[config.mk]
export PLATFORM = sky130hd
export DESIGN_NAME = soi_change_logger
export DESIGN_NICKNAME = d
export VERILOG_FILES = /design/src/rtl/soi_change_logger.sv
export SDC_FILE = /design/constraint.sdc
export NUM_CORES = 1
export LEC_CHECK = 0
export ABC_CLOCK_PERIOD_IN_PS = 6150
export CAP_MARGIN = 20
export CORE_MARGIN = 1
export CORE_UTILIZATION = 50
export DETAILED_ROUTE_END_ITERATION = 6
export DONT_BUFFER_PORTS = 1
export PLACE_DENSITY = 0.74
export SLEW_MARGIN = 10
export SYNTH_ARGS = -nofsm -noshare
export SYNTH_HDL_FRONTEND = slang
export SYNTH_SLANG_ARGS = --single-unit
[constraint.sdc]
create_clock -name clk -period 6.15 [get_ports clk]
set_input_delay 1.23 -clock clk [delete_from_list [all_inputs] [get_ports clk]]
set_output_delay 1.23 -clock clk [all_outputs]
set_load 0.01 [all_outputs]
[src/rtl/soi_change_logger.sv]
// Observes a signal of interest, logs each value change as a {value, timestamp} event
// into a show-ahead FIFO, and keeps change/drop statistics with a sticky overflow flag.
module soi_change_logger #(
    parameter int unsigned WIDTH    = 1,
    parameter int unsigned TS_WIDTH = 32,
    parameter int unsigned DEPTH    = 8
) (
    input  logic                     clk,
    input  logic                     rst_n,
    input  logic [WIDTH-1:0]         soi_in,
    input  logic                     enable,
    input  logic                     rd_en,
    input  logic                     clr_ovf,
    output logic                     rd_valid,
    output logic [WIDTH-1:0]         rd_value,
    output logic [TS_WIDTH-1:0]      rd_ts,
    output logic [$clog2(DEPTH):0]   level,
    output logic [15:0]              change_count,
    output logic [15:0]              drop_count,
    output logic                     overflow
);

    localparam int unsigned AW = $clog2(DEPTH);
    localparam int unsigned LW = AW + 1;
    localparam logic [LW-1:0] FullLevel = LW'(DEPTH);

    typedef enum logic [1:0] {StIdle, StArm, StRun} state_e;

    state_e                r_state;
    state_e                w_state_d;
    logic [TS_WIDTH-1:0]   r_ts;
    logic [WIDTH-1:0]      r_prev;
    logic [AW-1:0]         r_wr_ptr;
    logic [AW-1:0]         r_rd_ptr;
    logic [LW-1:0]         r_level;
    logic [15:0]           r_change_count;
    logic [15:0]           r_drop_count;
    logic                  r_overflow;
    logic [WIDTH-1:0]      r_mem_value [DEPTH];
    logic [TS_WIDTH-1:0]   r_mem_ts    [DEPTH];

    logic w_latch;
    logic w_change;
    logic w_pop;
    logic w_push;
    logic w_drop;

    always_ff @(posedge clk) begin
        if (!rst_n) begin
            r_state <= StIdle;
        end else begin
            r_state <= w_state_d;
        end
    end

    // ARM only captures the baseline so a change made while disabled never logs.
    always_comb begin
        w_state_d = r_state;
        w_latch   = 1'b0;
        w_change  = 1'b0;
        case (r_state)
            StIdle: begin
                if (enable) w_state_d = StArm;
            end
            StArm: begin
                w_latch   = 1'b1;
                w_state_d = enable ? StRun : StIdle;
            end
            StRun: begin
                if (!enable) begin
                    w_state_d = StIdle;
                end else begin
                    w_change = (soi_in != r_prev);
                end
            end
            default: w_state_d = StIdle;
        endcase
    end

    assign w_pop  = rd_en && (r_level != '0);
    assign w_push = w_change && ((r_level != FullLevel) || w_pop);
    assign w_drop = w_change && !w_push;

    always_ff @(posedge clk) begin
        if (!rst_n) begin
            r_ts           <= '0;
            r_prev         <= '0;
            r_wr_ptr       <= '0;
            r_rd_ptr       <= '0;
            r_level        <= '0;
            r_change_count <= '0;
            r_drop_count   <= '0;
            r_overflow     <= 1'b0;
        end else begin
            r_ts <= r_ts + TS_WIDTH'(1);
            if (w_latch || w_change) r_prev <= soi_in;
            if (w_push) r_wr_ptr <= r_wr_ptr + AW'(1);
            if (w_pop)  r_rd_ptr <= r_rd_ptr + AW'(1);
            case ({w_push, w_pop})
                2'b10:   r_level <= r_level + LW'(1);
                2'b01:   r_level <= r_level - LW'(1);
                default: r_level <= r_level;
            endcase
            if (w_change && !(&r_change_count)) begin
                r_change_count <= r_change_count + 16'd1;
            end
            // A drop on the same edge as a clear takes precedence.
            if (w_drop) begin
                r_overflow <= 1'b1;
                if (clr_ovf) begin
                    r_drop_count <= 16'd1;
                end else if (!(&r_drop_count)) begin
                    r_drop_count <= r_drop_count + 16'd1;
                end
            end else if (clr_ovf) begin
                r_overflow   <= 1'b0;
                r_drop_count <= '0;
            end
        end
    end

    always_ff @(posedge clk) begin
        if (w_push) begin
            r_mem_value[r_wr_ptr] <= soi_in;
            r_mem_ts[r_wr_ptr]    <= r_ts;
        end
    end

    assign rd_valid     = (r_level != '0);
    assign rd_value     = r_mem_value[r_rd_ptr];
    assign rd_ts        = r_mem_ts[r_rd_ptr];
    assign level        = r_level;
    assign change_count = r_change_count;
    assign drop_count   = r_drop_count;
    assign overflow     = r_overflow;

endmodule

# Yosys cells after proc, flatten, opt, wreduce, memory -nomap -nowiden
# Memory sizes are Yosys's and may differ from the RTL's. A register that Yosys moved wholly into a read port is not among the register bits.
# Cells that the tools add are included.
totals:
  inputBits: 6
  register_bits: 78
  n_memories: 2
  ram_bits: 264
  elab_cells: 63
op_classes:
  reduce_logical: 16
  n_mux: 20
  add_sub_neg: 7
  eq_ne: 9
mem_list:
  columns: ["memory", "depth", "width", "read_ports", "rd_clocked_by_memory_dff", "wr", "line", "text"]
  rows:
  - ["r_mem_ts", 8, 32, 1, 1, 1, "40", "logic [TS_WIDTH-1:0] r_mem_ts [DEPTH];"]
  - ["r_mem_value", 8, 1, 1, 1, 1, "39", "logic [WIDTH-1:0] r_mem_value [DEPTH];"]
op_table:
  columns: ["op", "n"]
  rows:
  - ["two-way mux 16 bit", 4]
  - ["adder 16 x 1 -> 16 bit (second input constant)", 2]
  - ["adder 32 x 1 -> 32 bit (second input constant)", 1]
  - ["AND reduction 16 bit", 2]
  - ["two-way mux 3 bit", 4]
  - ["case mux 4 bit (2 select lines)", 1]
  - ["two-way mux 1 bit", 7]
  - ["adder 3 x 1 -> 3 bit (second input constant)", 2]
  - ["two-way mux 2 bit", 3]
  - ["inequality test 2 bit (second input constant)", 3]
  - ["case mux 2 bit (3 select lines)", 1]
  - ["adder 4 x 1 -> 4 bit (second input constant)", 1]
  - ["equality test 2 x 1 -> 1 bit (second input constant)", 2]
  - ["equality test 2 bit (second input constant)", 2]
  - ["logical AND 1 bit", 4]
  - ["inequality test 4 bit (second input constant)", 1]
  - ["AND reduction 2 bit", 2]
  - ["nonzero test 2 bit", 2]
  - ["nonzero test 4 bit", 1]
  - ["subtractor 4 x 1 -> 4 bit (second input constant)", 1]
  - ["zero test 1 bit", 2]
  - ["zero test 2 bit", 1]
  - ["logical OR 1 bit", 2]
  - ["inequality test 1 bit", 1]

# Depth between registers and ports, before layout
logic_depth:
  ltp_word: 8
  depth_mapped: 9

# Worst setup path before layout
# No wires, ideal clock.
synth_path:
  kind: "input to register"
  start: "input port soi_in"
  end: "memory r_mem_ts[0][0] (enable)"
  cell_stages: 4
  setup_slack_ns: 1.343
  path_buffers: 0
  required_time_ns: 5.686
  setup_ns: 0.464
  arrival_time_ns: 4.343
  cell_sequence: "xnor2_1 > a211oi_1 > nand2b_1 > nor3_1"
synth_via:
  elab_chain_cells: 6
synth_lines:
  columns: ["element", "line", "text"]
  rows:
  - ["start, declared", "10", "input logic [WIDTH-1:0] soi_in,"]
  - ["inequality test 1 bit", "73", "w_change = (soi_in != r_prev);"]
  - ["two-way mux 1 bit", "70", "if (!enable) begin"]
  - ["two-way mux 1 bit", "61", "case (r_state)"]
  - ["logical AND 1 bit", "81", "assign w_push = w_change && ((r_level != FullLevel) || w_pop);"]
  - ["two-way mux 1 bit", "123", "if (w_push) begin"]
  - ["two-way mux 1 bit (implied by the code)", "125", "r_mem_ts[r_wr_ptr] <= r_ts;"]
  - ["end, declared", "40", null]
# Every way passes these cells.

==> summary.txt <==
total wire length = 25,300 um
I/O pin count = 77
Area contributors post-synth = edfxtp_1 58%, dfxtp_1 12%, mux4_2 11%
Sink Count = 345
worst ir drop on vdd = 0.000176 V
DRT iter0 DRCs = 583
placed cells = 1,141
post-synth top area cell = edfxtp_1
largest net degree at the start of global routing = 59
post-cts gate resize count = 0
Mapped Nets = 836
vias in the first global route = 7,196
Routed Antenna Nets = 0
DRC viols = 0
Buffers on Ports = 0
met1 WL = 11,400 um
WHS Path Cells = 2
max-cap viol count = 0
endpoint type of the worst setup path = primary output
initial antenna violation count = 0
Final Hold Slack = 492 ps
GP Congestion = 0.803
Avg Inst Size Synth = 16.6 sq um
Congestion Overflow GR = 0
Req. time, crit path = 4920 ps
Max stage delay on crit path = 990 ps
Reg2Reg Capture Point = r_mem_ts[2][3]
worst reg2reg setup slack = 3190 ps
Sequential Area = 9560 sq um
Critical-path top delay cell = dfxtp_4
CP Max Fanout = 46
postcts setup bufs = 0
area share of fa/ha/maj cells after synthesis = 0.787%
final cell count without fillers = 1,207
area delta synth->final = 11.8%
CTS Buf Count = 35
EDFF count, synth = 264
Final period util = 67.8%
Reg clk slew, reported paths = 60 ps
synthesized area = 13,700 sq um
routed length on met3 = 1260 um
Reg-to-Reg Start = level[1]
PD cells = 319 nW/um^2
post-synth cell types = 55
Setup TNS = 0 ps
cells on worst reg2reg path = 5
First-pass DRT Iterations = 5
total chip power = 4870 uW
total number of vias = 7,121
Synth Area in XOR/XNOR = 3.27%
status = complete, no violations
Hold Violations, Final = 0
dpl hpwl = 14,400 um
Critical Path Source Type = flop
area of the multi-input gates = 4020 sq um
Mapped Cells = 822
Row Count = 60
hold_sp = r_rd_ptr[1]
share of the synthesized area in the top cell type = 58.0%
Wirelength per Cell = 21.0 um
count leader, synth = edfxtp_1
fin. max-slew vios = 0
Hold Crit Class = reg -> reg
FMAX = 240 MHz
Worst Path Buf+Inv = 1
CTS Root Cell = clkbuf_16
first-pass GRT wire length = 40,200 um
Synth Flop Type = edfxtp_1
Die Ht = 167 um
Seq/Total Area, Yosys = 69.8%
DP Area = 14,100 sq um
routed wl met2 = 12,100 um
H-Tree Depth = 2
Yosys Warn Count = 0
Compound-Gate Fraction of Synth Area = 2.28%
Hold-fix buffers, CTS = 0
CP top delay family = flip-flops
finished layout cell area = 15,300 sq um
flops & latches, synth = 345
relative slew slack = 27.3%
RSZ-0062 raised after global routing = false
multiplexer share of the synthesized area = 13.7%
largest family of logic cells by synthesized area = multiplexers
ant diodes = 0
arrival time worst endpoint = 2940 ps
initial core utilization = 50.9%
core area = 26,900 sq um
DIE AREA = 28,000 sq um
crit path kind = reg -> out
Avg Vias per Cell = 5.90
worst skew pair latency = 520 ps
skew final = 28.4 ps
crit-path cells = buf_4 -> mux4_2 -> mux2_2
Async S/R FF share, synth = 0%
crit path time final = 4170 ps
simple-gate area share of the yosys netlist = 8.95%
Worst-Margin Slew = 1090 ps
Setup-failing EPs final = 0
Synth top cells by count = 264 x edfxtp_1, 81 x dfxtp_1, 67 x nor2_1
nets@finish = 855
die width = 167 um
Leak = 0.00476 uW
CTS tree = yes
maximum clock insertion buffer count = 3
share of cells above drive strength 1 = 21.5%
gr usage total = 18.6%
Fillers = 2,027
Top Metal Used = met4
[power by group]
part / total (uW) / leakage [uW] / internal, uW / switching (uW)
clock: 2030 / 0.000543 / 1190 / 843
sequential: 2560 / 0.00310 / 2490 / 64.1
combinational: 284 / 0.00113 / 169 / 114
total: 4870 / 0.00476 / 3850 / 1020
[stage by stage]
| step | setup slack, ps | util [%] |
|---|---|---|
| finish | 1980 | 56.9 |
| global placement | 2420 | 52.5 |
| CTS | 1860 | 56.6 |
| floorplan | 1340 | - |
| detailed placement | 2340 | 52.5 |
| global route | 1730 | 56.9 |
[layout make-up]
cell class | instances | area share [%]
repair buffers | 12 | 0.966
multi-input cells | 438 | 26.3
inverters | 9 | 0.221
well taps | 341 | 2.79
clock buffers | 49 | 6.33
clock inverters | 13 | 0.884
flip-flops and latches | 345 | 62.5
[state kept, by name (all words and copies together), names as in the netlist, named ones only]
name and flops:
change_count 16, drop_count 16, level 4, overflow 1
r_mem_ts 256, r_mem_value 8, r_prev 1, r_rd_ptr 3
r_state 2, r_ts 32, r_wr_ptr 3
[cells by family after synthesis]
| kind of cell | Yosys count |
|---|---|
| buffers and inverters | 39 |
| AND/OR/NAND/NOR | 226 |
| adder cells (fa/ha/maj) | 8 |
| AO/OA/AOI/OAI | 52 |
| XOR/XNOR | 51 |
| multiplexers | 101 |
| flip-flops | 345 |
[worst min-delay path, cell delays in order, from the launching register on]
cell	delay, ps
dfxtp_1	320
nand2_1	50
a21oi_1	70
[layout by cell type (no fill, tap or decap), drive strengths merged, types with 22 or more instances in the layout]
master | synthesis | layout
xor2 | 31 | 31
clkbuf | 18 | 49
dfxtp | 81 | 81
mux2 | 33 | 33
nor2 | 67 | 67
a21oi | 22 | 22
nand3 | 40 | 40
mux4 | 66 | 66
edfxtp | 264 | 264
nand2 | 30 | 30
[metal layers]
| layer | vias up | GRT usage (%) |
|---|---|---|
| met4 | 0 | 5.54 |
| met2 | 178 | 30.6 |
| met5 | - | 0 |
| li1 | 3259 | - |
| met1 | 3643 | 25.5 |
| met3 | 41 | 3.17 |
[how the worst max path moves through the flow]
stage	slack, ps	start	to	cells past startpoint
3_3_place_gp	2420	soi_in	r_mem_ts[7][16]	4
5_1_grt	1730	flop	rd_ts[23]	3
2_1_floorplan	1340	soi_in	r_mem_ts[0][0]	4
6_report	1980	flop	rd_ts[23]	3
4_1_cts	1860	flop	rd_ts[23]	3
3_5_place_dp	2340	soi_in	r_mem_ts[7][10]	4
(Power assumes the default switching activity.)
